$ cat src/rtl/fifo_pkt_framer.sv
// fifo_pkt_framer
// Drains a first-word-fall-through FIFO into a valid/ready/last packet stream.
// A one-word holding register gives the look-ahead needed to know whether the
// held word is the final beat. A packet closes when it reaches MAX_LEN beats,
// when the FIFO has been idle for TIMEOUT cycles, or after a flush request
// once the FIFO runs dry.
//
// Ports:
//   clk, rst_n   - clock (rising edge) and asynchronous active-low reset
//   fifo_data    - FIFO head word, valid while fifo_empty = 0
//   fifo_empty   - FIFO empty flag
//   fifo_re      - FIFO pop strobe, only ever asserted with fifo_empty = 0
//   flush        - single-cycle request to close the current packet
//   out_data     - beat data
//   out_valid    - beat available
//   out_last     - final beat of packet (meaningful only on a transfer)
//   out_ready    - sink accepts the beat
module fifo_pkt_framer #(
  parameter int WIDTH   = 8,
  parameter int MAX_LEN = 64,
  parameter int TIMEOUT = 256
) (
  input  logic             clk,
  input  logic             rst_n,
  input  logic [WIDTH-1:0] fifo_data,
  input  logic             fifo_empty,
  output logic             fifo_re,
  input  logic             flush,
  output logic [WIDTH-1:0] out_data,
  output logic             out_valid,
  output logic             out_last,
  input  logic             out_ready
);

  localparam int CW = (MAX_LEN > 1) ? $clog2(MAX_LEN) : 1;
  localparam int TW = $clog2(TIMEOUT + 1);
  localparam logic [CW-1:0] CNT_MAX = CW'(MAX_LEN - 1);
  localparam logic [TW-1:0] TMR_MAX = TW'(TIMEOUT);

  logic [WIDTH-1:0] h_data;
  logic             h_valid;
  logic             run;
  logic [CW-1:0]    cnt;
  logic [TW-1:0]    timer;
  logic             to_flag;
  logic             fl_flag;

  logic xfer;
  logic at_max;
  logic close;
  logic idle;

  assign xfer   = out_valid & out_ready;
  assign at_max = (cnt == CNT_MAX);
  assign close  = at_max | to_flag | fl_flag;
  // Timer runs only while a word waits for a successor that is not arriving.
  assign idle   = h_valid & fifo_empty & ~to_flag;

  // Refill the holding register when it is empty or being emptied this cycle.
  assign fifo_re   = run & ~fifo_empty & (~h_valid | xfer);
  assign out_data  = h_data;
  // A held word is only offered once its last/not-last status is known:
  // either a successor is visible in the FIFO or the packet is closing.
  assign out_valid = h_valid & (~fifo_empty | close);
  assign out_last  = h_valid & (at_max | fifo_empty);

  always_ff @(posedge clk or negedge rst_n) begin
    if (!rst_n) begin
      h_data  <= '0;
      h_valid <= 1'b0;
      run     <= 1'b0;
      cnt     <= '0;
      timer   <= '0;
      to_flag <= 1'b0;
      fl_flag <= 1'b0;
    end else begin
      // Delays the first pop by one cycle after reset release.
      run <= 1'b1;

      if (fifo_re) begin
        h_data  <= fifo_data;
        h_valid <= 1'b1;
      end else if (xfer) begin
        h_valid <= 1'b0;
      end

      if (xfer) begin
        if (out_last) cnt <= '0;
        else          cnt <= cnt + 1'b1;
      end

      if (idle) begin
        if (timer == TMR_MAX) begin
          timer <= '0;
        end else begin
          timer <= timer + 1'b1;
        end
      end else begin
        timer <= '0;
      end

      // Clearing wins: a transfer or fresh data makes the timeout moot.
      if (xfer | ~fifo_empty) begin
        to_flag <= 1'b0;
      end else if (idle && timer == TMR_MAX) begin
        to_flag <= 1'b1;
      end

      // A flush with nothing held and nothing queued has no packet to close.
      // Setting wins over clearing so a flush on the closing beat re-arms.
      if (flush && (h_valid || !fifo_empty)) begin
        fl_flag <= 1'b1;
      end else if (xfer && out_last) begin
        fl_flag <= 1'b0;
      end
    end
  end

endmodule

$ cat config.mk
export PLATFORM = sky130hd
export DESIGN_NAME = fifo_pkt_framer
export DESIGN_NICKNAME = d
export VERILOG_FILES = /design/src/rtl/fifo_pkt_framer.sv
export SDC_FILE = /design/constraint.sdc
export NUM_CORES = 1
export LEC_CHECK = 0
export BUFFER_PORTS_ARGS = -buffer_cell sky130_fd_sc_hd__buf_2
export CORE_UTILIZATION = 53
export CTS_CLUSTER_DIAMETER = 40
export DETAILED_ROUTE_END_ITERATION = 6
export HOLD_SLACK_MARGIN = 0.15
export PLACE_DENSITY = 0.75
export SLEW_MARGIN = 20
export SYNTH_ARGS = -nofsm -noshare
export SYNTH_HDL_FRONTEND = slang
export SYNTH_SLANG_ARGS = --single-unit
$ cat constraint.sdc
create_clock -name clk -period 2.3 [get_ports clk]
set_clock_uncertainty 0.15 [all_clocks]
set_input_delay 0.115 -clock clk [delete_from_list [all_inputs] [get_ports clk]]
set_output_delay 0.115 -clock clk [all_outputs]
set_load 0.01 [all_outputs]
== Yosys cells after proc, flatten, opt, wreduce, memory -nomap -nowiden ==
Index checks and enable logic that the tools add are counted.
Word-level totals
  register bits: 27
  input bits: 13
  output and inout bits: 11
  word-level logic and storage cells: 44
Cells by class
  add/sub/neg operators: 2
  eq/ne operators: 2
  mux-type cells: 9
  bitwise gates (word level): 16
  reductions and logical operators: 8
Operators by type and width (number)
  9-bit 2-to-1 mux: 2
  9-bit by 1-bit adder with 9-bit output, second input constant: 1
  9-bit == test, second input constant: 1
  1-bit bitwise AND: 7
  6-bit by 1-bit adder with 6-bit output, second input constant: 1
  6-bit == test, second input constant: 1
  1-bit 2-to-1 mux: 6
  6-bit 2-to-1 mux: 1
  1-bit bitwise OR: 6
  2-bit nonzero test: 3
  1-bit logical AND: 3
  1-bit NOT: 3
  1-bit zero test: 1
  1-bit logical OR: 1

== Depth between registers and ports, before layout ==
  word-level depth: 9
  gate-level depth with buffers: 6
  depth with buffers taken out: 5

== Worst setup path before layout ==
Ideal clock, no wire load.
  path kind: register -> register
  start: register cnt[0]
  end: register cnt[2]
  library setup time: 0.126 ns
  arrival: 1.506 ns
  required time: 2.024 ns
  path slack: 0.518 ns
  cell stages (with the launch flop): 6
  path buffers: 0
  period minus slack after synthesis: 1.782 ns
  cells stage by stage: dfrtp_1 ha_1 nand4_2 o22ai_1 nand2_1 a221o_1
On the way
  longest elaborated chain between the ends: 6
  elaborated cells between the ends (all ways): 10
  classes of those cells: 1 x add/sub; 1 x eq/ne; 1 x mux; 7 x bitwise
RTL lines
  start, declared: line 43  | logic [CW-1:0] cnt;
  start signal, assigned: line 89  | else cnt <= cnt + 1'b1;
  6-bit == test: line 54  | assign at_max = (cnt == CNT_MAX);
  1-bit bitwise OR (2 in series): line 55  | assign close = at_max | to_flag | fl_flag;
  1-bit bitwise OR: line 64  | assign out_valid = h_valid & (~fifo_empty | close);
  1-bit bitwise AND: line 64
  named net out_valid: line 30  | output logic out_valid,
  1-bit bitwise AND: line 53  | assign xfer = out_valid & out_ready;
The timed path passes the listed nets, and every way through them passes these cells.
A chain may end at the register's enable or synchronous reset.

== Final worst setup path ==
  start: register cnt[0]
  end: register to_flag
On the way
  longest elaborated chain between the ends: 8
  elaborated cells between the ends (all ways): 9
  classes of those cells: 1 x eq/ne; 1 x mux; 6 x bitwise; 1 x reduce/logical
RTL lines
  6-bit == test *: line 54
  1-bit bitwise OR * (2 in series): line 55
  1-bit bitwise OR *: line 64
  1-bit bitwise AND *: line 64
  1-bit bitwise AND *: line 53
  1-bit bitwise OR *: line 103  | if (xfer | ~fifo_empty) begin
  1-bit 2-to-1 mux or 2-bit nonzero test (tied branches)
  end signal, assigned: line 74  | to_flag <= 1'b0;
  end signal, assigned: line 104  | to_flag <= 1'b0;
  end signal, assigned: line 106  | to_flag <= 1'b1;
  end, declared: line 45  | logic to_flag;
Every way passes the cells marked *; elsewhere a longest branch is shown, timed or not.

==> results_dict.tcl <==
set metrics [dict create \
    status "finished, final reports clean" \
    ys_seq_area_share_pct 52.7 \
    yosysTopAreaCell "dfrtp_1" \
    grt_max_degree 28 \
    synthMostInstantiatedCell "dfrtp_1" \
    drv_cap 0 \
    synth_edf_count 0 \
    portBuffers 23 \
    cts_max_level 1 \
    die_area_um2 2620 \
    grt_pass1_wl_um 3970 \
    cts_buffers 3 \
    synthToLayoutAreaGrowth_pct 23.8 \
    antennaDiodeCount 0 \
    setup_viol 0 \
    fill_cells 181 \
    clock_sink_count 27 \
    viasPerCell 5.28 \
    yosys.area.top_type_share_pct 52.7 \
    path_cells "ha_2 > nand4_2 > o22ai_1 > nand2_1 > nor3b_1 > dlygate4sd3_1" \
    swShare_pct 29.0 \
    yosysUniqueCellTypes 37 \
    grt_pass1_vias 939 \
    ir_drop_mv 0.565 \
    first_iter_violations 20 \
    first_pass_iters 7 \
    crit_path_start_kind "flip-flop" \
    intPower_uw 710 \
    drv_slew 0 \
    core-area_um2 2250 \
    grt_setup_unrepaired "false" \
    grt.overflow.total 0 \
    fp-row-count 17 \
    nets 170 \
    dieWidth_um 51.2 \
    use_met2_pct 34.6 \
    postCtsSetupBuffers 0 \
    syn_area_um2 1280 \
    clkTransAtPathRegs_ns 0.14 \
    p_switching_uw 290 \
    vias 955 \
    synthFlopType "dfrtp_1" \
    pwr-share-comb_pct 21.6 \
    cp-end-kind "flip-flop" \
    fmax_ghz 0.467 \
    io_pins 24 \
    grtUsageMet3_pct 3.57 \
    cp_max_fo 4 \
    leakagePower_uw 0.000748 \
    ant_nets 0 \
    min_path_type "primary input to asynchronous set/reset pin" \
    yosys-top-cells-count "dfrtp_1 (27), nor2_1 (12), nand2_1 (9)" \
    post-route-min-period_ns 2.14 \
    fin_setup_tns_ns 0 \
    syn_avg_cell_area_um2 11.2 \
    period_share_pct 93.2 \
    p_per_area_nw_per_um2 630 \
    die_h_um 51.2 \
    use_met1_pct 27.1 \
    root_buffer "clkbuf_4" \
    grt_usage_pct 20.6 \
    power_frac_seq_pct 58.4 \
    regArea_um2 676 \
    drc 0 \
    final_core_util_pct 70.4 \
    yosys_register_bits 27 \
    wl_um 2350 \
    async_flop_share_pct 100 \
    yosys_warnings 0 \
    tritoncts "done" \
    postSynthCellCount 115 \
    reg2reg_slack_ns 0.16 \
    ys_top_cells_by_area "dfrtp_1 (53%), mux2_2 (7.0%), xor2_1 (5.5%)" \
    wl_per_cell_um 13.0 \
    cp_slowest_stage_delay_ns 0.55 \
    worstSetupPathType "flip-flop to flip-flop" \
    gp_congestion 0.796 \
    clock_latency_ns 0.32 \
    reg2reg_from "cnt[0]" \
    top_usage_layer "met2" \
    required_ns 2.37 \
    worst_pin_slew_ns 0.588 \
    finalHoldViolCount 0 \
    drive_gt1_share_pct 27.5 \
    clk_path_buf_depth 2 \
    clock_power_share_pct 20.0 \
    worst_path_max_delay_cell "dlygate4sd3_1" \
    worstPathArrival_ns 2.21 \
    multi_input_area_um2 568 \
    relSlewSlack_pct 60.8 \
    regToRegEndpoint "to_flag" \
    start_util_pct 56.9 \
    syn_nets 131 \
    r2r_cells 6 \
    antenna_found_initial 0 \
    dp_hpwl_um 1670 \
]
final cells by class:
class	instances	share of cell area (%)
Sequential cell	27	42.6
Multi-Input combinational cell	78	35.8
Clock buffer	3	1.42
Clock inverter	1	0.315
Timing Repair Buffer	37	16.1
Tap cell	28	2.21
Inverter	7	1.65
placed cells by master (no fill, tap or decap), types with 2 or more instances in the layout:
| master | netlist | final |
|---|---|---|
| nand3_1 | 5 | 5 |
| dfrtp_1 | 27 | 27 |
| ha_1 | 3 | 2 |
| o21ai_0 | 3 | 3 |
| nand4_1 | 2 | 2 |
| dlygate4sd3_1 | 0 | 14 |
| nor4b_1 | 2 | 2 |
| mux2_2 | 8 | 8 |
| nand2_1 | 9 | 9 |
| buf_2 | 3 | 23 |
| nor2_1 | 12 | 12 |
| or3_1 | 2 | 2 |
| xor2_1 | 8 | 8 |
| clkbuf_4 | 0 | 3 |
| inv_1 | 7 | 7 |
timing repair:
action	CTS	global route
hold endpoints to repair	44	0
endpoints found under the setup margin	0	1
hold buffers	14	0
resized for setup	0	1
routing by layer:
metal / vias up / part of all wire [%] / wire, um
li1: 477 / - / -
met1: 454 / 48 / 1130
met2: 22 / 48 / 1120
met3: 2 / 3.5 / 83
met4: 0 / 0.72 / 17
met5: - / 0 / 0
how the worst max path moves through the flow:
stage | startpoint | end | slack, ns | cells past startpoint
4_1_cts | cnt[0] | to_flag | 0.15 | 6
3_3_place_gp | cnt[0] | cnt[2] | 0.57 | 5
5_1_grt | cnt[0] | to_flag | 0.02 | 6
2_1_floorplan | cnt[0] | cnt[2] | 0.52 | 5
3_5_place_dp | cnt[0] | cnt[2] | 0.50 | 5
6_report | cnt[0] | to_flag | 0.16 | 6
through the flow:
step	instance area [um2]	total power, uW	hold WS, ns	worst slack (ns)	instances
detailed placement	1420	792	0.00790	0.498	163
CTS	1590	1010	0.180	0.149	181
global route	1590	1060	0.214	0.0186	181
floorplan	1280	709	-0.331	0.518	115
global placement	1420	778	0.00535	0.571	163
finish	1590	1000	0.163	0.157	181
state kept, by name (all words and copies together) (netlist names):
| signal | count |
|---|---|
| timer | 9 |
| out_data | 8 |
| cnt | 6 |
| fl_flag | 1 |
| h_valid | 1 |
| run | 1 |
| to_flag | 1 |
cell families (layout without fill, tap and decap cells):
group	after synthesis	in the layout	synth area share, %
AND/OR/NAND/NOR	41	41	17.8
multiplexers	9	9	7.81
AO/OA/AOI/OAI	15	15	9.17
flip-flops	27	27	52.7
other	1	1	0.292
XOR/XNOR	9	9	6.15
buffers and inverters	10	48	3.22
adder cells (fa/ha/maj)	3	3	2.93
power groups by stage:
stage	clock network [uW]	logic (uW)	registers, uW
after floorplan	0	115	595
after global placement	0	189	589
after detailed placement	0	198	593
after CTS	207	217	584
after global routing	223	240	592
final	200	216	585
worst max-delay path, delay by kind of cell (launching register included):
kind                       cells  cell delay [ns]
buffers and inverters          1             0.55
and+or+nand+nor                3             0.46
DFF                            1             0.42
adders and majority gates      1             0.23
AOI/OAI and AO/OA              1             0.23
Note: power is estimated with default switching activity, not from simulation.
